--- src/rtl/data_synchronizer_pkg.sv ---
// Shared constants and elaboration-time parameter checks for data_synchronizer.
package data_synchronizer_pkg;

  localparam int ENABLE_MODE_LEVEL  = 0;
  localparam int ENABLE_MODE_TOGGLE = 1;

  function automatic bit params_legal(input int stage_count, input int bus_width,
                                      input int enable_mode);
    return (stage_count >= 2) && (bus_width >= 1) &&
           ((enable_mode == ENABLE_MODE_LEVEL) || (enable_mode == ENABLE_MODE_TOGGLE));
  endfunction

endpackage

--- src/rtl/bus_synchronizer.sv ---
// Register-chain synchronizer: each bit of d_i passes through STAGE_COUNT flops.
// Latency STAGE_COUNT clk edges; no backpressure.
module bus_synchronizer #(
  parameter int STAGE_COUNT = 2,
  parameter int BUS_WIDTH   = 1
) (
  input  logic                 clk,
  input  logic                 reset,
  input  logic [BUS_WIDTH-1:0] d_i,
  output logic [BUS_WIDTH-1:0] q_o
);

  logic [STAGE_COUNT-1:0][BUS_WIDTH-1:0] sync_q;
  logic [STAGE_COUNT-1:0][BUS_WIDTH-1:0] sync_d;

  always_comb begin
    sync_d = {sync_q[STAGE_COUNT-2:0], d_i};
  end

  always_ff @(posedge clk or negedge reset) begin
    if (!reset) begin
      sync_q <= '0;
    end else begin
      sync_q <= sync_d;
    end
  end

  assign q_o = sync_q[STAGE_COUNT-1];

endmodule

--- src/rtl/pulse_generator.sv ---
// Edge detector on an already-synchronized level: rising edge (level mode) or any edge (toggle mode).
// Pulse is combinational from level_in and the registered history bit; no backpressure.
module pulse_generator
  import data_synchronizer_pkg::*;
(
  input  logic clk,
  input  logic reset,
  input  logic level_in,
  input  logic mode,
  output logic pulse
);

  logic prev_q;

  always_ff @(posedge clk or negedge reset) begin
    if (!reset) begin
      prev_q <= 1'b0;
    end else begin
      prev_q <= level_in;
    end
  end

  always_comb begin
    if (mode == 1'(ENABLE_MODE_TOGGLE)) begin
      pulse = level_in ^ prev_q;
    end else begin
      pulse = level_in & ~prev_q;
    end
  end

endmodule

--- src/rtl/data_synchronizer.sv ---
// Enable-qualified bus CDC: only the enable is synchronized; the bus is captured on the resulting pulse.
// Latency STAGE_COUNT+1 edges from enable sampling; no handshake. Optional DATA_SYNCHRONIZER_STABILITY_CHECK_EN.
module data_synchronizer
  import data_synchronizer_pkg::*;
#(
  parameter int STAGE_COUNT = 2,
  parameter int BUS_WIDTH   = 8,
  parameter int ENABLE_MODE = ENABLE_MODE_LEVEL
) (
  input  logic                 clk,
  input  logic                 reset,
  input  logic [BUS_WIDTH-1:0] asynchronous_data,
  input  logic                 asynchronous_enable,
  output logic [BUS_WIDTH-1:0] synchronous_data,
  output logic                 synchronous_enable
`ifdef DATA_SYNCHRONIZER_STABILITY_CHECK_EN
  ,
  output logic                 data_unstable
`endif
);

  if (!params_legal(STAGE_COUNT, BUS_WIDTH, ENABLE_MODE)) begin : g_bad_params
    $error("data_synchronizer: illegal STAGE_COUNT/BUS_WIDTH/ENABLE_MODE");
  end

  logic                 en_sync;
  logic                 evt;
  logic [BUS_WIDTH-1:0] data_q, data_d;
  logic                 pulse_q, pulse_d;

  bus_synchronizer #(
    .STAGE_COUNT (STAGE_COUNT),
    .BUS_WIDTH   (1)
  ) u_en_sync (
    .clk   (clk),
    .reset (reset),
    .d_i   (asynchronous_enable),
    .q_o   (en_sync)
  );

  pulse_generator u_pulse (
    .clk      (clk),
    .reset    (reset),
    .level_in (en_sync),
    .mode     (1'(ENABLE_MODE)),
    .pulse    (evt)
  );

  // The source guarantees the bus is stable around the event, so it is safe to sample here.
  always_comb begin
    pulse_d = evt;
    data_d  = evt ? asynchronous_data : data_q;
  end

`ifdef DATA_SYNCHRONIZER_STABILITY_CHECK_EN
  logic chk_q, chk_d;
  logic unstable_q, unstable_d;

  always_comb begin
    chk_d      = evt;
    unstable_d = unstable_q | (chk_q & (asynchronous_data != data_q));
  end
`endif

  always_ff @(posedge clk or negedge reset) begin
    if (!reset) begin
      data_q     <= '0;
      pulse_q    <= 1'b0;
`ifdef DATA_SYNCHRONIZER_STABILITY_CHECK_EN
      chk_q      <= 1'b0;
      unstable_q <= 1'b0;
`endif
    end else begin
      data_q     <= data_d;
      pulse_q    <= pulse_d;
`ifdef DATA_SYNCHRONIZER_STABILITY_CHECK_EN
      chk_q      <= chk_d;
      unstable_q <= unstable_d;
`endif
    end
  end

  assign synchronous_data   = data_q;
  assign synchronous_enable = pulse_q;
`ifdef DATA_SYNCHRONIZER_STABILITY_CHECK_EN
  assign data_unstable      = unstable_q;
`endif

endmodule
--- config.mk ---
export PLATFORM = sky130hd
export DESIGN_NAME = data_synchronizer
export DESIGN_NICKNAME = d
export VERILOG_FILES = /design/src/rtl/data_synchronizer_pkg.sv /design/src/rtl/bus_synchronizer.sv /design/src/rtl/pulse_generator.sv /design/src/rtl/data_synchronizer.sv
export SDC_FILE = /design/constraint.sdc
export NUM_CORES = 1
export LEC_CHECK = 0
export ABC_AREA = 1
export BUFFER_PORTS_ARGS = -buffer_cell sky130_fd_sc_hd__buf_2
export CAP_MARGIN = 20
export CORE_AREA = 5 5 42 44
export CTS_CLUSTER_DIAMETER = 150
export CTS_CLUSTER_SIZE = 24
export DETAILED_ROUTE_END_ITERATION = 8
export DIE_AREA = 0 0 47 49
export PLACE_DENSITY = 0.7
export RECOVER_POWER = 100
export SETUP_SLACK_MARGIN = 0.4
export SLEW_MARGIN = 15
export SYNTH_ARGS = -nofsm -noshare
export SYNTH_HDL_FRONTEND = slang
export SYNTH_SLANG_ARGS = --single-unit
--- constraint.sdc ---
create_clock -name clk -period 1.3 [get_ports clk]
set_clock_uncertainty 0.15 [all_clocks]
set_input_delay 0.13 -clock clk [delete_from_list [all_inputs] [get_ports clk]]
set_output_delay 0.13 -clock clk [all_outputs]
set_load 0.02 [all_outputs]
== Word level (Yosys, flattened, before mapping) ==
Cells that the tools add are included.

* Output and inout bits: 9
* Bits of input ports: 11
* Bits in registers: 12
* Word-level logic and storage cells: 7

* Bitwise logic cells: 2

{| class="wikitable"
|+ Operator list
! operator !! count
|-
| 1-bit bitwise AND || 1
|-
| 1-bit NOT || 1
|}

== Logic depth before layout (Yosys ltp) ==
* Depth after elaboration: 2
* Depth in mapped cells: 4
* Mapped depth without buffers: 4

== Cells and area by module ==
From an unflattened synthesis, not the netlist that was laid out.

* Cell total of the unflattened synthesis: 46
* Area total of the unflattened synthesis: 444.2 µm²

{| class="wikitable"
|+ Modules (own cells, without submodules)
! module !! instances !! area each (µm²) !! cells each !! seq. area each (µm²)
|-
| data_synchronizer || 1 || 334.1 || 36 || 225.2
|-
| pulse_generator || 1 || 60.1 || 8 || 25.0
|-
| bus_synchronizer || 1 || 50.0 || 2 || 50.0
|}

== Worst setup path before layout ==
OpenSTA, ideal clock, no wires.

* Kind: register to register
* From: register u_pulse.prev_q
* To: register data_q[0], in the netlist synchronous_data[0]
* Slack: 383 ps
* Path buffers: 0
* Required time: 1033 ps
* Cell stages (with the launch flop): 5
* Setup time: 117 ps
* Data arrival time: 650 ps
* Period minus slack after synthesis: 917 ps
* Path through: dfrtp_1 -> inv_4 -> nand2_8 -> nand2_1 -> nand2_1

* Longest elaborated chain between the ends: 2

{| class="wikitable"
|+ RTL lines
! element !! RTL line !! source
|-
| start: declaration || pulse_generator.sv:13 || <nowiki>logic prev_q;</nowiki>
|-
| start signal: assignment || pulse_generator.sv:19 || <nowiki>prev_q <= level_in;</nowiki>
|-
| 1-bit NOT || pulse_generator.sv:27 || <nowiki>pulse = level_in & ~prev_q;</nowiki>
|-
| 1-bit bitwise AND || pulse_generator.sv:27 ||
|-
| end signal: assignment || data_synchronizer.sv:74 || <nowiki>data_q <= data_d;</nowiki>
|-
| end: declaration || data_synchronizer.sv:28 || <nowiki>logic [BUS_WIDTH-1:0] data_q, data_d;</nowiki>
|}

No other way between the ends.
A chain may end at the register's enable or synchronous reset.

== Worst setup path in the final report ==
* From: register data_q[6], in the netlist synchronous_data[6]
* To: output synchronous_data[6]

{| class="wikitable"
|+ RTL lines
! element !! RTL line !! source
|-
| end: declaration || data_synchronizer.sv:14 || <nowiki>output logic [BUS_WIDTH-1:0] synchronous_data,</nowiki>
|}

No word-level cell between the ends.

==> results.txt <==
- Result of the run: finished, final reports clean
- Actual slew at the worst max-slew pin: 0.626 ns
* Detail Route Antenna Nets: 0
- Setup WS pre-CTS: 0.209 ns
* Total clock buffers created by CTS: 3
* Insertion delay to the later sink of the worst-skew pair: 0.27 ns
* Peak ir drop on the vdd network: 643 uV
- The netlist uses 8 different library cells.
- Cell class contributing the biggest share of worst-path delay: flip-flops
* Setup-violating endpoint count in the final report: 0
- Maximum operating frequency: 0.865 GHz
- The max-slew violation count was 0.
- In this run the vertical extent of the chip is 49 um.
- Overall die width: 47 um
* Kind of launch point of the worst setup path: flop
- STA puts the critical path data required time at 1.02 ns.
- Maximum buffer depth of the clock tree: 2
* Quantity of I/O buffers inserted on ports: 19
- DP Area: 551 um2
* Total overflow reported by the global router: 0
- Root Driver: sky130_fd_sc_hd__clkbuf_4
- ANT cells: 0
* Final Net Count: 96
- Counting both buffers and inverters, the worst setup path holds a total of 1.
- Area growth from synthesis to layout: 74.5%
- Once layout is complete, the cells apart from fillers number 100.
- Count of warnings emitted by yosys: 0
- Share of the synthesized area in the top cell type: 67.2%
* Final-layout fill cell count: 131
- For this block, the via count after detailed routing is 431.
* Setup TNS: 0 ns
* Via count of the first global-routing pass: 433
- Post-route clock period utilization: 88.9%
- Summed instance area of the synthesized netlist: 447 um2
- Number of vias per cell after detailed routing: 4.31
- Of the synthesized area, sequential elements account for 67.2%.
- Placement row count: 14
* Worst reg2reg endpoint: synchronous_data[2]
- For this design, the slowest cell found on the critical path is sky130_fd_sc_hd__dfrtp_1.
- Critical Path Fanout Max: 2
- Among all cell types in the netlist, the one instantiated most often is sky130_fd_sc_hd__nand2_1.
- Count of maximum capacitance violations: 0
* Area contributors post-synth: sky130_fd_sc_hd__dfrtp_1 (67%), sky130_fd_sc_hd__nand2_1 (12%), sky130_fd_sc_hd__nand3_1 (9.0%)
- Maximum number of pins on one net before global-route repair: 13
* Launch instance of the worst register-to-register path: u_pulse.prev_q
- Worst setup startpoint: synchronous_data[6]
* Cell Pwr Density: 1220 nW/um2
- Crit. End Element: output port
- Fraction of final layout cells with drive strength greater than 1: 42.9%
- Walking the worst path, the cells encountered are clkbuf_1.
- The floorplan step defined a core boundary enclosing 1400 um2.
* DR WL/cell: 11.2 um
* CP Data Arrival Time: 0.88 ns
* Critical Path End: synchronous_data[6]
- Number of synthesized flops with an enable pin: 0
* Pleak: 0.388 nW
* Endpoints failing hold: 0
- In this run the number of cells on the critical path is 1.
* Most frequent cells after synthesis: sky130_fd_sc_hd__nand2_1 (14), sky130_fd_sc_hd__dfrtp_1 (12), sky130_fd_sc_hd__nand3_1 (8)
- Half-perimeter wire length after placement: 666 um
- The first global-routing pass estimated 1800 um of wire.
- Rel. slew slack: 58.3%
- After detailed routing, the total wire length is 1120 um.
- Total Routing Usage GR: 10.6%
- Hold WC Path Type: flop to flop
* Drt drc: 0
* Post-placement cell count: 74
- Clock-pin slew was measured on the worst setup and hold paths at 0.08 ns.
* Unrepaired setup endpoints after global routing: true
* Initial antenna violation count: 0
* Flip-flop and latch count after synthesis: 12
- Placer congestion estimate: 0.722
* Register-to-Register Setup Slack: 0.24 ns
- 20 I/O pins were placed.
- The largest single stage delay on the critical path is 0.37 ns.
* Cell taking the most area after synthesis: sky130_fd_sc_hd__dfrtp_1
* Post-route worst setup slack: 0.145 ns
- Die footprint: 2300 um2
* Depth of the worst register-to-register path: 4
* Async set or reset register ratio after synthesis: 100%
* Synth Area per Inst: 11.2 um2
- Subtracting the final worst setup slack from the clock period gives 1.16 ns.
- Summed area of non-filler cells in the final layout: 779 um2
- Worst slack on hold paths: 0.202 ns
* Initial Util: 31.9%
* Clock tree sinks: 12
- Synthesis handed over a netlist of 40 instances.
* Most used DFF post-synth: sky130_fd_sc_hd__dfrtp_1
- The first detailed-routing pass took 2 iterations.
* CTS H-tree depth: 1
- Clock tree from TritonCTS: done
* Net count of the mapped netlist: 51
- In this run, the number of DRC markers left after iteration 0 of detailed routing was 4.
* Worst setup path class: flop to output port
## final cells by class
cell class | instances | area, um2 | share of cell area, %
sequential | 12 | 302 | 38.7
timing repair buffer | 39 | 258 | 33.1
clock buffer | 4 | 36.3 | 4.65
inverter | 2 | 12.5 | 1.61
timing repair inverter | 1 | 5.00 | 0.642
tap | 16 | 20.0 | 2.57
multi-input combinational | 26 | 146 | 18.8
## registers in the layout, indices dropped and copies added (netlist names)
register / cells
u_en_sync.sync_d: 1
synchronous_enable: 1
u_en_sync.q_o: 1
u_pulse.prev_q: 1
synchronous_data: 8
## kinds of logic after synthesis
| group | Yosys count | synth area share, % |
|---|---|---|
| buffers and inverters | 3 | 4.76 |
| AND/OR/NAND/NOR | 25 | 28.0 |
| flip-flops | 12 | 67.2 |
## cells in the final DEF, fill, tap and decap left out
master / count
sky130_fd_sc_hd__buf_4: 8
sky130_fd_sc_hd__dlygate4sd3_1: 10
sky130_fd_sc_hd__inv_2: 1
sky130_fd_sc_hd__clkinvlp_2: 1
sky130_fd_sc_hd__nand2_8: 1
sky130_fd_sc_hd__clkbuf_4: 3
sky130_fd_sc_hd__clkbuf_8: 1
sky130_fd_sc_hd__clkbuf_1: 11
sky130_fd_sc_hd__nand3_1: 8
sky130_fd_sc_hd__dfrtp_1: 11
sky130_fd_sc_hd__nand2_1: 8
sky130_fd_sc_hd__clkinv_4: 1
sky130_fd_sc_hd__dfrtp_2: 1
sky130_fd_sc_hd__buf_2: 9
sky130_fd_sc_hd__nand2_2: 9
sky130_fd_sc_hd__buf_6: 1
## what timing repair did
item | CTS | global route
hold buffers | 10 | 0
gates cloned | 0 | 2
pin swaps | 0 | 2
gates resized for setup | 18 | 14
endpoints found under the hold margin | 21 | 0
setup buffers | 7 | 3
endpoints found under the setup margin | 19 | 18
## per-layer routing
| layer | wire length (um) | track usage (%) | part of all wire [%] |
|---|---|---|---|
| met1 | 425 | 12.4 | 38 |
| met2 | 595 | 16.5 | 53 |
| met3 | 97 | 3.69 | 8.7 |
| met4 | 0 | 5.53 | 0 |
| met5 | 0 | 0 | 0 |
## stage by stage
step                      power [mW]  utilization, %
final                          0.953            55.6
after CTS                      0.978            56.3
after floorplan                0.527               -
after global placement         0.587            39.3
after global routing            1.01            55.6
after detailed placement       0.591            39.3
## worst min-delay path by stage
stage                             start  cells past startpoint                   to
floorplan                         reset                      0  synchronous_data[0]
global placement                  reset                      1  synchronous_data[7]
detailed placement                reset                      1  synchronous_data[7]
CTS                               reset                      2  u_en_sync.sync_d[1]
global route        u_en_sync.sync_d[1]                      0        u_en_sync.q_o
finish              u_en_sync.sync_d[1]                      0        u_en_sync.q_o
## where the power goes
group	leakage, nW	total [mW]	switching, mW	internal [mW]
registers	0.145	0.432	0.0210	0.411
logic	0.222	0.225	0.120	0.105
clock network	0.0210	0.296	0.126	0.170
Note: power is estimated with default switching activity, not from simulation.
